`config.mk`:
```
export PLATFORM = sky130hd
export DESIGN_NAME = picoramsoc_fifouart_flat
export DESIGN_NICKNAME = d
export VERILOG_FILES = /design/src/rtl/picoramsoc_fifouart_if.sv /design/src/rtl/picoramsoc_fifouart.sv /design/src/flat_wrapper.sv
export SDC_FILE = /design/constraint.sdc
export NUM_CORES = 1
export LEC_CHECK = 0
export CAP_MARGIN = 20
export CORE_MARGIN = 4
export CORE_UTILIZATION = 30
export DETAILED_ROUTE_END_ITERATION = 12
export GPL_ROUTABILITY_DRIVEN = 0
export GPL_TIMING_DRIVEN = 0
export PLACE_DENSITY = 0.53
export SYNTH_ARGS = -nofsm -noshare
export SYNTH_HDL_FRONTEND = slang
export SYNTH_SLANG_ARGS = --single-unit
export TNS_END_PERCENT = 1
```
`constraint.sdc`:
```
create_clock -name clk -period 14.73 [get_ports clk]
set_clock_uncertainty 0.2 [all_clocks]
set_input_delay 2.2095 -clock clk [delete_from_list [all_inputs] [get_ports clk]]
set_output_delay 2.2095 -clock clk [all_outputs]
set_load 0.01 [all_outputs]
```
`src/rtl/picoramsoc_fifouart_if.sv`:
```
// rtl/picoramsoc_fifouart_if.sv - SoC I/O bus port bundle for the FIFO UART
interface picoramsoc_fifouart_if;
  logic        valid;
  logic        ready;
  logic [1:0]  addr;
  logic [3:0]  wstrb;
  logic [31:0] wdata;
  logic [31:0] rdata;

  modport master (output valid, addr, wstrb, wdata, input ready, rdata);
  modport slave  (input valid, addr, wstrb, wdata, output ready, rdata);
endinterface

```
`src/rtl/picoramsoc_fifouart.sv`:
```
// rtl/picoramsoc_fifouart.sv - memory-mapped UART with TX/RX FIFOs and level interrupt
module picoramsoc_fifouart #(
  parameter int          DATA_BITS = 8,
  parameter int          TX_DEPTH  = 16,
  parameter int          RX_DEPTH  = 16,
  parameter logic [31:0] DIV_RESET = 32'd104
) (
  input  logic                  clk,
  input  logic                  reset,
  picoramsoc_fifouart_if.slave  bus,
  output logic                  ser_tx,
  input  logic                  ser_rx,
  output logic                  irq
);
  localparam int             TX_AW    = $clog2(TX_DEPTH);
  localparam int             RX_AW    = $clog2(RX_DEPTH);
  localparam logic [TX_AW:0] TX_CAP   = (TX_AW + 1)'(TX_DEPTH);
  localparam logic [RX_AW:0] RX_CAP   = (RX_AW + 1)'(RX_DEPTH);
  localparam logic [3:0]     LAST_BIT = 4'(DATA_BITS - 1);

  typedef enum logic [1:0] {S_IDLE, S_START, S_DATA, S_STOP} state_t;

  logic [31:0] div_reg, div_eff;
  logic [2:0]  ctrl;
  logic        overrun, frame_err;

  logic        ready_q;
  logic [31:0] rdata_q, rd_val;
  logic        is_wr, accept, start;
  logic        req_wr, req_pop;
  logic [1:0]  req_addr;
  logic [3:0]  req_wstrb;
  logic [31:0] req_wdata;

  logic [DATA_BITS-1:0] tx_mem [TX_DEPTH];
  logic [TX_AW-1:0]     tx_wr_ptr, tx_rd_ptr;
  logic [TX_AW:0]       tx_cnt;
  logic                 tx_full, tx_empty, tx_push, tx_pop, tx_idle;

  logic [DATA_BITS-1:0] rx_mem [RX_DEPTH];
  logic [RX_AW-1:0]     rx_wr_ptr, rx_rd_ptr;
  logic [RX_AW:0]       rx_cnt;
  logic                 rx_full, rx_empty, rx_push, rx_pop;

  state_t               tx_state, rx_state;
  logic [31:0]          tx_tick, tx_period, rx_tick, rx_period;
  logic [3:0]           tx_bit, rx_bit;
  logic [DATA_BITS-1:0] tx_shift, rx_shift;
  logic                 tx_bit_end, rx_sample, rx_stop_done;
  logic                 rx_s1, rx_s2, ovr_set, ferr_set;

  logic [8:0]  tx_cnt9, rx_cnt9;
  logic [7:0]  tx_level, rx_level;
  logic [31:0] status;

  assign div_eff  = (div_reg < 32'd2) ? 32'd2 : div_reg;
  assign tx_full  = (tx_cnt == TX_CAP);
  assign tx_empty = (tx_cnt == '0);
  assign rx_full  = (rx_cnt == RX_CAP);
  assign rx_empty = (rx_cnt == '0);
  assign tx_idle  = tx_empty && (tx_state == S_IDLE);

  assign tx_cnt9  = 9'(tx_cnt);
  assign rx_cnt9  = 9'(rx_cnt);
  assign tx_level = tx_cnt9[8] ? 8'hFF : tx_cnt9[7:0];
  assign rx_level = rx_cnt9[8] ? 8'hFF : rx_cnt9[7:0];
  assign status   = {8'd0, tx_level, rx_level, 3'd0, frame_err, overrun, tx_idle, tx_full, !rx_empty};

  // Requests are latched at acceptance; side effects commit in the ready cycle.
  assign is_wr  = |bus.wstrb;
  assign accept = !(bus.addr == 2'd1 && is_wr && tx_full);
  assign start  = bus.valid && !ready_q && accept;

  always_comb begin
    rd_val = 32'd0;
    case (bus.addr)
      2'd0: rd_val = div_reg;
      2'd1: rd_val = rx_empty ? 32'hFFFF_FFFF : 32'(rx_mem[rx_rd_ptr]);
      2'd2: rd_val = status;
      default: rd_val = {29'd0, ctrl};
    endcase
  end

  assign bus.ready = ready_q;
  assign bus.rdata = rdata_q;

  always_ff @(posedge clk) begin
    if (reset) begin
      ready_q   <= 1'b0;
      rdata_q   <= 32'd0;
      req_wr    <= 1'b0;
      req_pop   <= 1'b0;
      req_addr  <= 2'd0;
      req_wstrb <= 4'd0;
      req_wdata <= 32'd0;
    end else begin
      ready_q <= start;
      rdata_q <= (start && !is_wr) ? rd_val : 32'd0;
      if (start) begin
        req_wr    <= is_wr;
        req_pop   <= !is_wr && bus.addr == 2'd1 && !rx_empty;
        req_addr  <= bus.addr;
        req_wstrb <= bus.wstrb;
        req_wdata <= bus.wdata;
      end
    end
  end

  assign tx_push = ready_q && req_wr && req_addr == 2'd1 && req_wstrb[0];
  assign rx_pop  = ready_q && req_pop;

  always_ff @(posedge clk) begin
    if (reset) begin
      div_reg   <= DIV_RESET;
      ctrl      <= 3'd0;
      overrun   <= 1'b0;
      frame_err <= 1'b0;
      irq       <= 1'b0;
    end else begin
      if (ready_q && req_wr) begin
        case (req_addr)
          2'd0: for (int i = 0; i < 4; i++)
                  if (req_wstrb[i]) div_reg[8*i +: 8] <= req_wdata[8*i +: 8];
          2'd2: if (req_wstrb[0]) begin
                  if (req_wdata[3]) overrun   <= 1'b0;
                  if (req_wdata[4]) frame_err <= 1'b0;
                end
          2'd3: if (req_wstrb[0]) ctrl <= req_wdata[2:0];
          default: ;
        endcase
      end
      if (ovr_set)  overrun   <= 1'b1;
      if (ferr_set) frame_err <= 1'b1;
      irq <= (ctrl[0] && !rx_empty) || (ctrl[1] && tx_idle) || (ctrl[2] && (overrun || frame_err));
    end
  end

  always_ff @(posedge clk) begin
    if (tx_push) tx_mem[tx_wr_ptr] <= req_wdata[DATA_BITS-1:0];
    if (rx_push) rx_mem[rx_wr_ptr] <= rx_shift;
  end

  always_ff @(posedge clk) begin
    if (reset) begin
      tx_wr_ptr <= '0;
      tx_rd_ptr <= '0;
      tx_cnt    <= '0;
      rx_wr_ptr <= '0;
      rx_rd_ptr <= '0;
      rx_cnt    <= '0;
    end else begin
      if (tx_push) tx_wr_ptr <= tx_wr_ptr + 1'b1;
      if (tx_pop)  tx_rd_ptr <= tx_rd_ptr + 1'b1;
      case ({tx_push, tx_pop})
        2'b10:   tx_cnt <= tx_cnt + 1'b1;
        2'b01:   tx_cnt <= tx_cnt - 1'b1;
        default: ;
      endcase
      if (rx_push) rx_wr_ptr <= rx_wr_ptr + 1'b1;
      if (rx_pop)  rx_rd_ptr <= rx_rd_ptr + 1'b1;
      case ({rx_push, rx_pop})
        2'b10:   rx_cnt <= rx_cnt + 1'b1;
        2'b01:   rx_cnt <= rx_cnt - 1'b1;
        default: ;
      endcase
    end
  end

  // Bit period is re-latched at every bit boundary so DIV edits never stretch a bit.
  assign tx_bit_end = (tx_tick == tx_period - 32'd1);
  assign tx_pop     = !tx_empty && (tx_state == S_IDLE || (tx_state == S_STOP && tx_bit_end));

  always_ff @(posedge clk) begin
    if (reset) begin
      tx_state  <= S_IDLE;
      ser_tx    <= 1'b1;
      tx_tick   <= 32'd0;
      tx_period <= DIV_RESET;
      tx_bit    <= 4'd0;
      tx_shift  <= '0;
    end else begin
      case (tx_state)
        S_IDLE: if (tx_pop) begin
          tx_state  <= S_START;
          ser_tx    <= 1'b0;
          tx_shift  <= tx_mem[tx_rd_ptr];
          tx_tick   <= 32'd0;
          tx_period <= div_eff;
        end
        S_START: if (tx_bit_end) begin
          tx_state  <= S_DATA;
          ser_tx    <= tx_shift[0];
          tx_shift  <= tx_shift >> 1;
          tx_bit    <= 4'd0;
          tx_tick   <= 32'd0;
          tx_period <= div_eff;
        end else tx_tick <= tx_tick + 32'd1;
        S_DATA: if (tx_bit_end) begin
          tx_tick   <= 32'd0;
          tx_period <= div_eff;
          if (tx_bit == LAST_BIT) begin
            tx_state <= S_STOP;
            ser_tx   <= 1'b1;
          end else begin
            tx_bit   <= tx_bit + 4'd1;
            ser_tx   <= tx_shift[0];
            tx_shift <= tx_shift >> 1;
          end
        end else tx_tick <= tx_tick + 32'd1;
        default: if (tx_bit_end) begin
          tx_tick   <= 32'd0;
          tx_period <= div_eff;
          if (tx_pop) begin
            tx_state <= S_START;
            ser_tx   <= 1'b0;
            tx_shift <= tx_mem[tx_rd_ptr];
          end else tx_state <= S_IDLE;
        end else tx_tick <= tx_tick + 32'd1;
      endcase
    end
  end

  // A CPU pop in the same cycle frees the slot a full FIFO needs, so that push is not an overrun.
  assign rx_sample    = (rx_tick == rx_period - 32'd1);
  assign rx_stop_done = (rx_state == S_STOP) && rx_sample;
  assign rx_push      = rx_stop_done && rx_s2 && !(rx_full && !rx_pop);
  assign ovr_set      = rx_stop_done && rx_s2 && rx_full && !rx_pop;
  assign ferr_set     = rx_stop_done && !rx_s2;

  always_ff @(posedge clk) begin
    if (reset) begin
      rx_s1     <= 1'b1;
      rx_s2     <= 1'b1;
      rx_state  <= S_IDLE;
      rx_tick   <= 32'd0;
      rx_period <= DIV_RESET;
      rx_bit    <= 4'd0;
      rx_shift  <= '0;
    end else begin
      rx_s1 <= ser_rx;
      rx_s2 <= rx_s1;
      case (rx_state)
        S_IDLE: if (!rx_s2) begin
          rx_state  <= S_START;
          rx_tick   <= 32'd0;
          rx_period <= div_eff;
        end
        S_START: if (rx_tick == (rx_period >> 1) - 32'd1) begin
          rx_state  <= rx_s2 ? S_IDLE : S_DATA;
          rx_bit    <= 4'd0;
          rx_tick   <= 32'd0;
          rx_period <= div_eff;
        end else rx_tick <= rx_tick + 32'd1;
        S_DATA: if (rx_sample) begin
          rx_shift  <= {rx_s2, rx_shift[DATA_BITS-1:1]};
          rx_tick   <= 32'd0;
          rx_period <= div_eff;
          if (rx_bit == LAST_BIT) rx_state <= S_STOP;
          else rx_bit <= rx_bit + 4'd1;
        end else rx_tick <= rx_tick + 32'd1;
        default: if (rx_sample) begin
          rx_state <= S_IDLE;
          rx_tick  <= 32'd0;
        end else rx_tick <= rx_tick + 32'd1;
      endcase
    end
  end
endmodule

```
`src/flat_wrapper.sv`:
```
// flat-port wrapper written by rule: the top's interface ports become plain ports
module picoramsoc_fifouart_flat 
#(
  parameter int          DATA_BITS = 8,
  parameter int          TX_DEPTH  = 16,
  parameter int          RX_DEPTH  = 16,
  parameter logic [31:0] DIV_RESET = 32'd104
)
  (clk, reset, ser_tx, ser_rx, irq, bus_valid, bus_addr, bus_wstrb, bus_wdata, bus_ready, bus_rdata);
  picoramsoc_fifouart_if bus_i ();
  input  logic clk;
  input  logic reset;
  output logic ser_tx;
  input  logic ser_rx;
  output logic irq;
  input wire logic [$bits(bus_i.valid)-1:0] bus_valid;
  input wire logic [$bits(bus_i.addr)-1:0] bus_addr;
  input wire logic [$bits(bus_i.wstrb)-1:0] bus_wstrb;
  input wire logic [$bits(bus_i.wdata)-1:0] bus_wdata;
  output wire logic [$bits(bus_i.ready)-1:0] bus_ready;
  output wire logic [$bits(bus_i.rdata)-1:0] bus_rdata;
  assign bus_i.valid = bus_valid;
  assign bus_i.addr = bus_addr;
  assign bus_i.wstrb = bus_wstrb;
  assign bus_i.wdata = bus_wdata;
  assign bus_ready = bus_i.ready;
  assign bus_rdata = bus_i.rdata;
  picoramsoc_fifouart #(.DATA_BITS(DATA_BITS), .TX_DEPTH(TX_DEPTH), .RX_DEPTH(RX_DEPTH), .DIV_RESET(DIV_RESET)) u_core (.clk(clk), .reset(reset), .bus(bus_i), .ser_tx(ser_tx), .ser_rx(ser_rx), .irq(irq));
endmodule
```
==> results of run 1 <==
worst reg2reg max path, cell delays in order, from the launching register on:
cell,delay (ps)
dfxtp_1,340
inv_1,70
ha_1,230
or3b_2,530
or4b_1,530
clkbuf_1,190
nor4_1,380
mux2i_1,150
or4_4,460
nor4_4,520
a21oi_2,280
buf_6,250
nor2_1,420
ha_1,270
clkbuf_1,280
xor2_1,190
ha_1,210
o21ai_0,80
a21oi_1,170
a21oi_1,90
xor2_1,140
or3_1,310
a21oi_1,140
path summary, 6_finish.rpt:
path / start / to / slack [ps] / cells past startpoint
min reg2reg: u_core.req_wdata[13] / u_core.req_wdata[13] / 260 / 2
max reg2reg: u_core.tx_period[0] / u_core.tx_cnt[4] / 8210 / 22
max: u_core.tx_period[0] / u_core.tx_cnt[4] / 8210 / 22
min: u_core.req_wdata[13] / u_core.req_wdata[13] / 260 / 2
through the flow:
step                hold WS, ps  worst slack [ps]  instances  area (µm²)  util [%]
floorplan                 189.5              9574       2485       26270         -
global placement          245.0              8233       3715       28460     32.81
detailed placement        243.9              8310       3721       28520     32.87
CTS                       259.4              8282       3834       30580     35.25
global route              271.4              7824       3835       30590     35.26
finish                    257.6              8212       3836       30590     35.26
cell families (layout without fill, tap and decap cells):
group / count (synthesis) / after routing / share of synthesized area (%)
adders and majority gates: 29 / 29 / 1.410
other: 0 / 1 / 0
xor gates and xnor gates: 183 / 183 / 6.102
muxes: 149 / 149 / 9.504
DFF: 560 / 560 / 52.44
AOI/OAI and AO/OA: 387 / 387 / 9.094
and+or+nand+nor: 966 / 966 / 18.05
buffers and inverters: 211 / 406 / 3.401
placed cells by master (no fill, tap or decap), drive strengths merged, types with 6 or more instances in the layout:
cell	instances
clkdlybuf4s50	75
clkbuf	228
nor4	43
nand4	33
mux2i	66
and4	8
edfxtp	256
o31ai	11
inv	39
buf	42
a21oi	184
nand2b	16
o211ai	7
o22a	10
a21o	7
xor2	83
a31oi	22
clkinv	18
ha	28
a211oi	11
or2	17
or4	21
nor2b	27
nand3	121
nand3b	6
nand2	328
xnor2	100
or3	18
and3	45
mux4	80
nor3	56
nor2	191
dfxtp	304
o21ai	70
and2	13
a2111oi	6
area by class of cell:
cell class,count,area (µm²),area share (%)
repair buffers,82,803.3,2.626
well taps,1155,1445,4.724
plain buffers,171,743.2,2.430
diodes,1,2.502,0.008181
inverters,40,150.1,0.4908
clock inverters,21,267.8,0.8753
clock buffers,92,1795,5.870
flip-flops and latches,560,13770,45.03
multi-input cells,1714,11610,37.95
layer usage:
metal,global-route usage [%],wire (µm)
met5,0,0
met3,2.526,4120
met4,4.919,2235
met2,24.48,33550
met1,24.35,38020
report_power, final:
group	total, µW	internal (µW)	switching, µW	leakage (µW)
clock	1560	913	650	0.00102
sequential	1670	1640	29.0	0.00482
combinational	358	120	238	0.00471
total	3590	2680	917	0.0106
==> summary.md, run 1 <==
| Metric | Value |
|---|---|
| Run status | finished clean |
| Clk root buf | clkbuf_16 |
| Unrepaired setup endpoints after global routing | no |
| DP HPWL | 56050 µm |
| Slowest cell on the critical path | or3b_2 |
| Share of layout cells above drive strength 1 | 9.963% |
| Total wire length | 77920 µm |
| Die Span Y | 303.9 µm |
| Skew-Pair Late Insertion Delay | 650 ps |
| Post-synthesis sequential area ratio | around 52% |
| #FFs+latches synth | 560 |
| Post-cts resize count | 0 |
| Longest Clk Path Bufs | 3 |
| Setup violators final | 0 |
| Top post-synthesis cells by count | 328 x nand2_1, 304 x dfxtp_1, 256 x edfxtp_1 |
| Total GRT Usage | 16.36% |
| P&R area growth vs syn | 16.46% |
| Total gr overflow | 0 |
| IO Count | 77 |
| Post-Syn Area per Cell | 10.57 µm² |
| Worst path bufs/invs | 4 |
| Buffers on Ports | 75 |
| Fill count | 8737 |
| CP peak stage delay | about 530 ps |
| Clock-pin transition on the worst setup and hold timing paths | 60 ps |
| Startpoint Class | flip-flop |
| DIE AREA | 92350 µm² |
| Floorplan row count | 108 |
| Cell family with most CP delay | simple AND/OR/NAND/NOR gates |
| H-tree depth | 2 |
| Slew Viols, Final | 0 |
| Starting Density | between 30% and 40% |
| Setup bufs post-CTS | 0 |
| Clock Sink Count | 560 |
| Post-synth top area cell | edfxtp_1 |
| Post-synth top area share | 29.27% |
| Cell Area, Synth | 26270 µm² |
| Total power draw | 3593 µW |
| Power per cell area | 117.4 nW/µm² |
| First-pass GRT wire length | 117600 µm |
| Most frequent cell after synthesis | nand2_1 |
| Tmin final | 6518 ps |
| Top FF cell, synth | dfxtp_1 |
| Slew @ Worst Pin | 1073 ps |
| CP Capture Type | flip-flop |
| CTS tree | done |
| Total core area | between 80000 and 90000 µm² |
| Hold buffers post-CTS | 0 |
| Regs by FF count | u_core.rx_mem x128, u_core.tx_mem x128 |
| First-pass detailed-route iteration total | 5 |
| Residual DRC | 0 |
| WL per Instance | 20.31 µm |
| Die X | 303.9 µm |
| Worst EP required | 15110 ps |
| Crit share post-route | 44.25% |
| Max Fclk | 153.4 MHz |
| Setup_tns | 0 ps |
| Maxcap violations | 0 |
| Rel. slew slack | roughly 28% |
| Cell variety after synth | between 90 and 100 |
| Vias/cell | 5.028 |
| Crit path cell chain | inv_1 -> ha_1 -> or3b_2 -> or4b_1 -> clkbuf_1 -> nor4_1 -> mux2i_1 -> or4_4 -> nor4_4 -> a21oi_2 -> buf_6 -> nor2_1 -> ha_1 -> clkbuf_1 -> xor2_1 -> ha_1 -> o21ai_0 -> a21oi_1 -> a21oi_1 -> xor2_1 -> or3_1 -> a21oi_1 |
| Starting DRC count in detailed routing | 1573 |
| Worst setup path class | flip-flop to flip-flop |
| Remaining antenna violation count | 0 |
| EDFF count, synth | 256 |
| Initial antenna violation count | 2 |
| Final Hold Viols | 0 |
| Yosys warning count | 0 |
| Ys async rst share | 0% |
| Leak Pwr | 0.01055 µW |
| DR vias | 19288 |
| Maximum number of pins on one net before global-route repair | 20 |
| Final nets | 2700 |
| Area contributors post-synth | edfxtp_1 29%, dfxtp_1 23%, mux4_2 6.9%, nand2_1 4.7%, a21oi_1 3.5% |
| Crit path arrival time | 6900 ps |
| Synth Net Count | 2556 |
| Cell count after synthesis | 2485 |
| Critical Path Fanout Max | 10 |
| Total clock buffers created by CTS | 60 |
| Min-Delay Path Class | flip-flop to flip-flop |
| Peak supply drop | 0.1090 mV |
| Vias in the first global route | 18405 |
(Power assumes the default switching activity.)
==> run 2, diff against run 1 <==
--- a/config.mk
+++ b/config.mk
@@ -11,7 +11,7 @@
 export DETAILED_ROUTE_END_ITERATION = 12
 export GPL_ROUTABILITY_DRIVEN = 0
 export GPL_TIMING_DRIVEN = 0
-export PLACE_DENSITY = 0.53
+export PLACE_DENSITY = 0.54
 export SYNTH_ARGS = -nofsm -noshare
 export SYNTH_HDL_FRONTEND = slang
 export SYNTH_SLANG_ARGS = --single-unit
==> constraint.sdc (replaced) <==
create_clock -name clk -period 5.5 [get_ports clk]
set_clock_uncertainty 0.2 [all_clocks]
set_input_delay 0.825 -clock clk [delete_from_list [all_inputs] [get_ports clk]]
set_output_delay 0.825 -clock clk [all_outputs]
set_load 0.01 [all_outputs]
==> summary.md, run 2 (synthesis results as in run 1) <==
| Metric | Value |
|---|---|
| Hold path endpoint | u_core.rx_s2 |
| Crit path arrival time | 5530 ps (-1370 ps) |
| Floorplan row count | 108 (unchanged) |
| Maximum number of pins on one net before global-route repair | 20 (unchanged) |
| Peak supply drop | 0.2144 mV (+97%) |
| Total wire length | 76750 µm (-1.5%) |
| H-tree depth | 2 (unchanged) |
| Final nets | 2707 (+0.26%) |
| CTS tree | done |
| Die Span Y | 303.9 µm (unchanged) |
| Design area | 30690 µm² (+0.34%) |
| Slew @ Worst Pin | 969.0 ps (-104.4 ps) |
| Hold buffers post-CTS | 0 (unchanged) |
| Total GRT Usage | 16.12% (-0.25 points) |
| Most frequent cells in the layout | 328 x nand2_1, 304 x dfxtp_1, 256 x edfxtp_1 |
| Worst setup path class | flip-flop to flip-flop |
| Run status | finished clean |
| Power per cell area | 307.6 nW/µm² (+160%) |
| Crit share post-route | 94.79% (+51 points) |
| Remaining antenna violation count | 0 (unchanged) |
| Fin cells | 3844 (+0.21%) |
| M2 GR Usage | 24.73% (+0.25 points) |
| Max Fclk | 191.8 MHz (+25%) |
| Total gr overflow | 0 (unchanged) |
| Setup violators final | 0 (unchanged) |
| Residual DRC | 0 (unchanged) |
| Initial antenna violation count | 2 (unchanged) |
| Skew-Pair Late Insertion Delay | 640 ps (about the same) |
| Vias/cell | 5.031 (about the same) |
| Total clock buffers created by CTS | 60 (unchanged) |
| IO Count | 77 (unchanged) |
| Worst EP required | 5820 ps (-9290 ps) |
| Clock Sink Count | 560 (unchanged) |
| Maxcap violations | 0 (unchanged) |
| WL per Instance | 19.97 µm (-1.7%) |
| Placement-stage cell area | 28520 µm² (about the same) |
| HP Start | u_core.rx_s1 |
| First-pass GRT wire length | 116300 µm (-1.1%) |
| Final Hold Viols | 0 (unchanged) |
| Global-route met3 utilization | 2.554% (+0.028 points) |
| Total core area | 86750 µm² (unchanged) |
| Buffers on Ports | 75 (unchanged) |
| Placed cells | 3721 (unchanged) |
| GR peak layer | met2 |
| Clock-pin transition on the worst setup and hold timing paths | 60 ps (about the same) |
| Worst reg2reg path depth | 14 (-36%) |
| Share of layout cells above drive strength 1 | 10.46% (+0.50 points) |
| Most common cell after layout, fill and taps aside | nand2_1 |
| Worst r2r dst | u_core.rx_cnt[4] |
| P&R area growth vs syn | 16.86% |
| Tmin final | 5213 ps (-1304 ps) |
| Leak Pwr | 0.01056 µW (about the same) |
| Vias in the first global route | 18424 (+0.10%) |
| Critical Path Fanout Max | 9 (-1) |
| Layout Utilization | 35.38% (+0.12 points) |
| First-pass detailed-route iteration total | 5 (unchanged) |
| Clk root buf | clkbuf_16 |
| Starting Density | 30.28% (unchanged) |
| Min-Delay Path Class | flip-flop to flip-flop |
| Fill count | 8826 (+1.0%) |
| Starting DRC count in detailed routing | 1756 (+12%) |
| R2R Setup Slk | 290 ps (-7930 ps) |
| Slew Viols, Final | 0 (unchanged) |
| DP HPWL | 55540 µm (-0.91%) |
| M1 GR Usage | 23.73% (-0.62 points) |
| DR vias | 19341 (+0.27%) |
| Setup_tns | 0 ps (unchanged) |
| CP Capture Type | flip-flop |
| Hold Crit Depth | 1 (-1) |
| Regs by FF count | u_core.rx_mem x128, u_core.tx_mem x128 |
| Rel. slew slack | 34.91% (+6.6 points) |
| Longest Clk Path Bufs | 3 (unchanged) |
| Startpoint Class | flip-flop |
| Die X | 303.9 µm (unchanged) |
| DIE AREA | 92350 µm² (unchanged) |
| Reg2reg start | u_core.rx_period[23] |
run 2: cell types whose count changed in the layout (fill, tap and decap cells not counted), moves of 3 or more:
cell / before / now
buf_2: 20 / 17
clkinv_1: 2 / 8
nor4_4: 2 / 6
clkbuf_4: 3 / 0
buf_4: 2 / 13
nor4_1: 38 / 34
clkbuf_8: 12 / 5
run 2: timing repair:
item	4_1_cts	5_1_grt
endpoints found under the setup margin	9	54
pin swaps	2	3
resized for setup	7	16
setup buffers	4	5
run 2: area by class of cell:
cell class / instances / area (µm²) / area share, %
Sequential cell: 560 / 13770 / 44.87
Multi-Input combinational cell: 1714 / 11730 / 38.22
Clock buffer: 83 / 1680 / 5.475
Tap cell: 1155 / 1445 / 4.708
Timing Repair Buffer: 91 / 885.9 / 2.886
Buffer: 169 / 737.0 / 2.401
Clock inverter: 30 / 285.3 / 0.9294
Inverter: 40 / 150.1 / 0.4892
Antenna cell: 2 / 5.005 / 0.01631
run 2: power by group:
group | internal [µW] | leakage (µW) | total, µW | switching, µW
registers | 4400 | 0.00482 | 4480 | 81.9
clock network | 2290 | 0.000961 | 3990 | 1710
logic | 330 | 0.00478 | 967 | 636
run 2: per-layer routing:
layer	wire, µm	part of all wire, %
met5	0	0
met4	1755	2.3
met3	4836	6.3
met2	33980	44
met1	36180	47
run 2: how the worst max path moves through the flow:
| stage | end | from | cells after the start | slack (ps) |
|---|---|---|---|---|
| after floorplan | u_core.tx_cnt[4] | u_core.tx_period[0] | 22 | 340 |
| after CTS | u_core.tx_cnt[4] | u_core.tx_period[0] | 22 | 60 |
| after detailed placement | u_core.tx_cnt[4] | u_core.tx_period[0] | 22 | -840 |
| after global placement | u_core.tx_cnt[4] | u_core.tx_period[0] | 22 | -810 |
| after global routing | u_core.tx_cnt[4] | u_core.tx_period[13] | 20 | -20 |
| final | u_core.rx_cnt[4] | u_core.rx_period[23] | 14 | 290 |
run 2: critical path, stage by stage, from the launching register on:
cell and delay, ps:
dfxtp_1 290, clkbuf_1 220, or3_1 460, nor3_1 540
or3b_2 520, xnor2_1 150, or4_1 580, or4_1 490
o21ai_2 260, inv_1 140, ha_1 340, a21o_1 160
a21oi_1 280, nor3_1 80, a311o_1 380
run 2: per-stage QoR:
stage               worst slack, ps  hold slack [ps]  power (µW)
global placement             -805.5            246.1        5511
floorplan                     343.5            189.5        5170
detailed placement           -837.9            237.7        5513
global route                 -18.24            271.5        9829
finish                        286.8            259.1        9441
CTS                           55.08            247.6        9526
==> run 3, diff against run 2 <==
--- a/config.mk
+++ b/config.mk
@@ -9,7 +9,6 @@
 export CORE_MARGIN = 4
 export CORE_UTILIZATION = 30
 export DETAILED_ROUTE_END_ITERATION = 12
-export GPL_ROUTABILITY_DRIVEN = 0
 export GPL_TIMING_DRIVEN = 0
 export PLACE_DENSITY = 0.54
 export SYNTH_ARGS = -nofsm -noshare
==> results of run 3 <==
No change in the layout: final DEF, timing and power equal those of run 2.
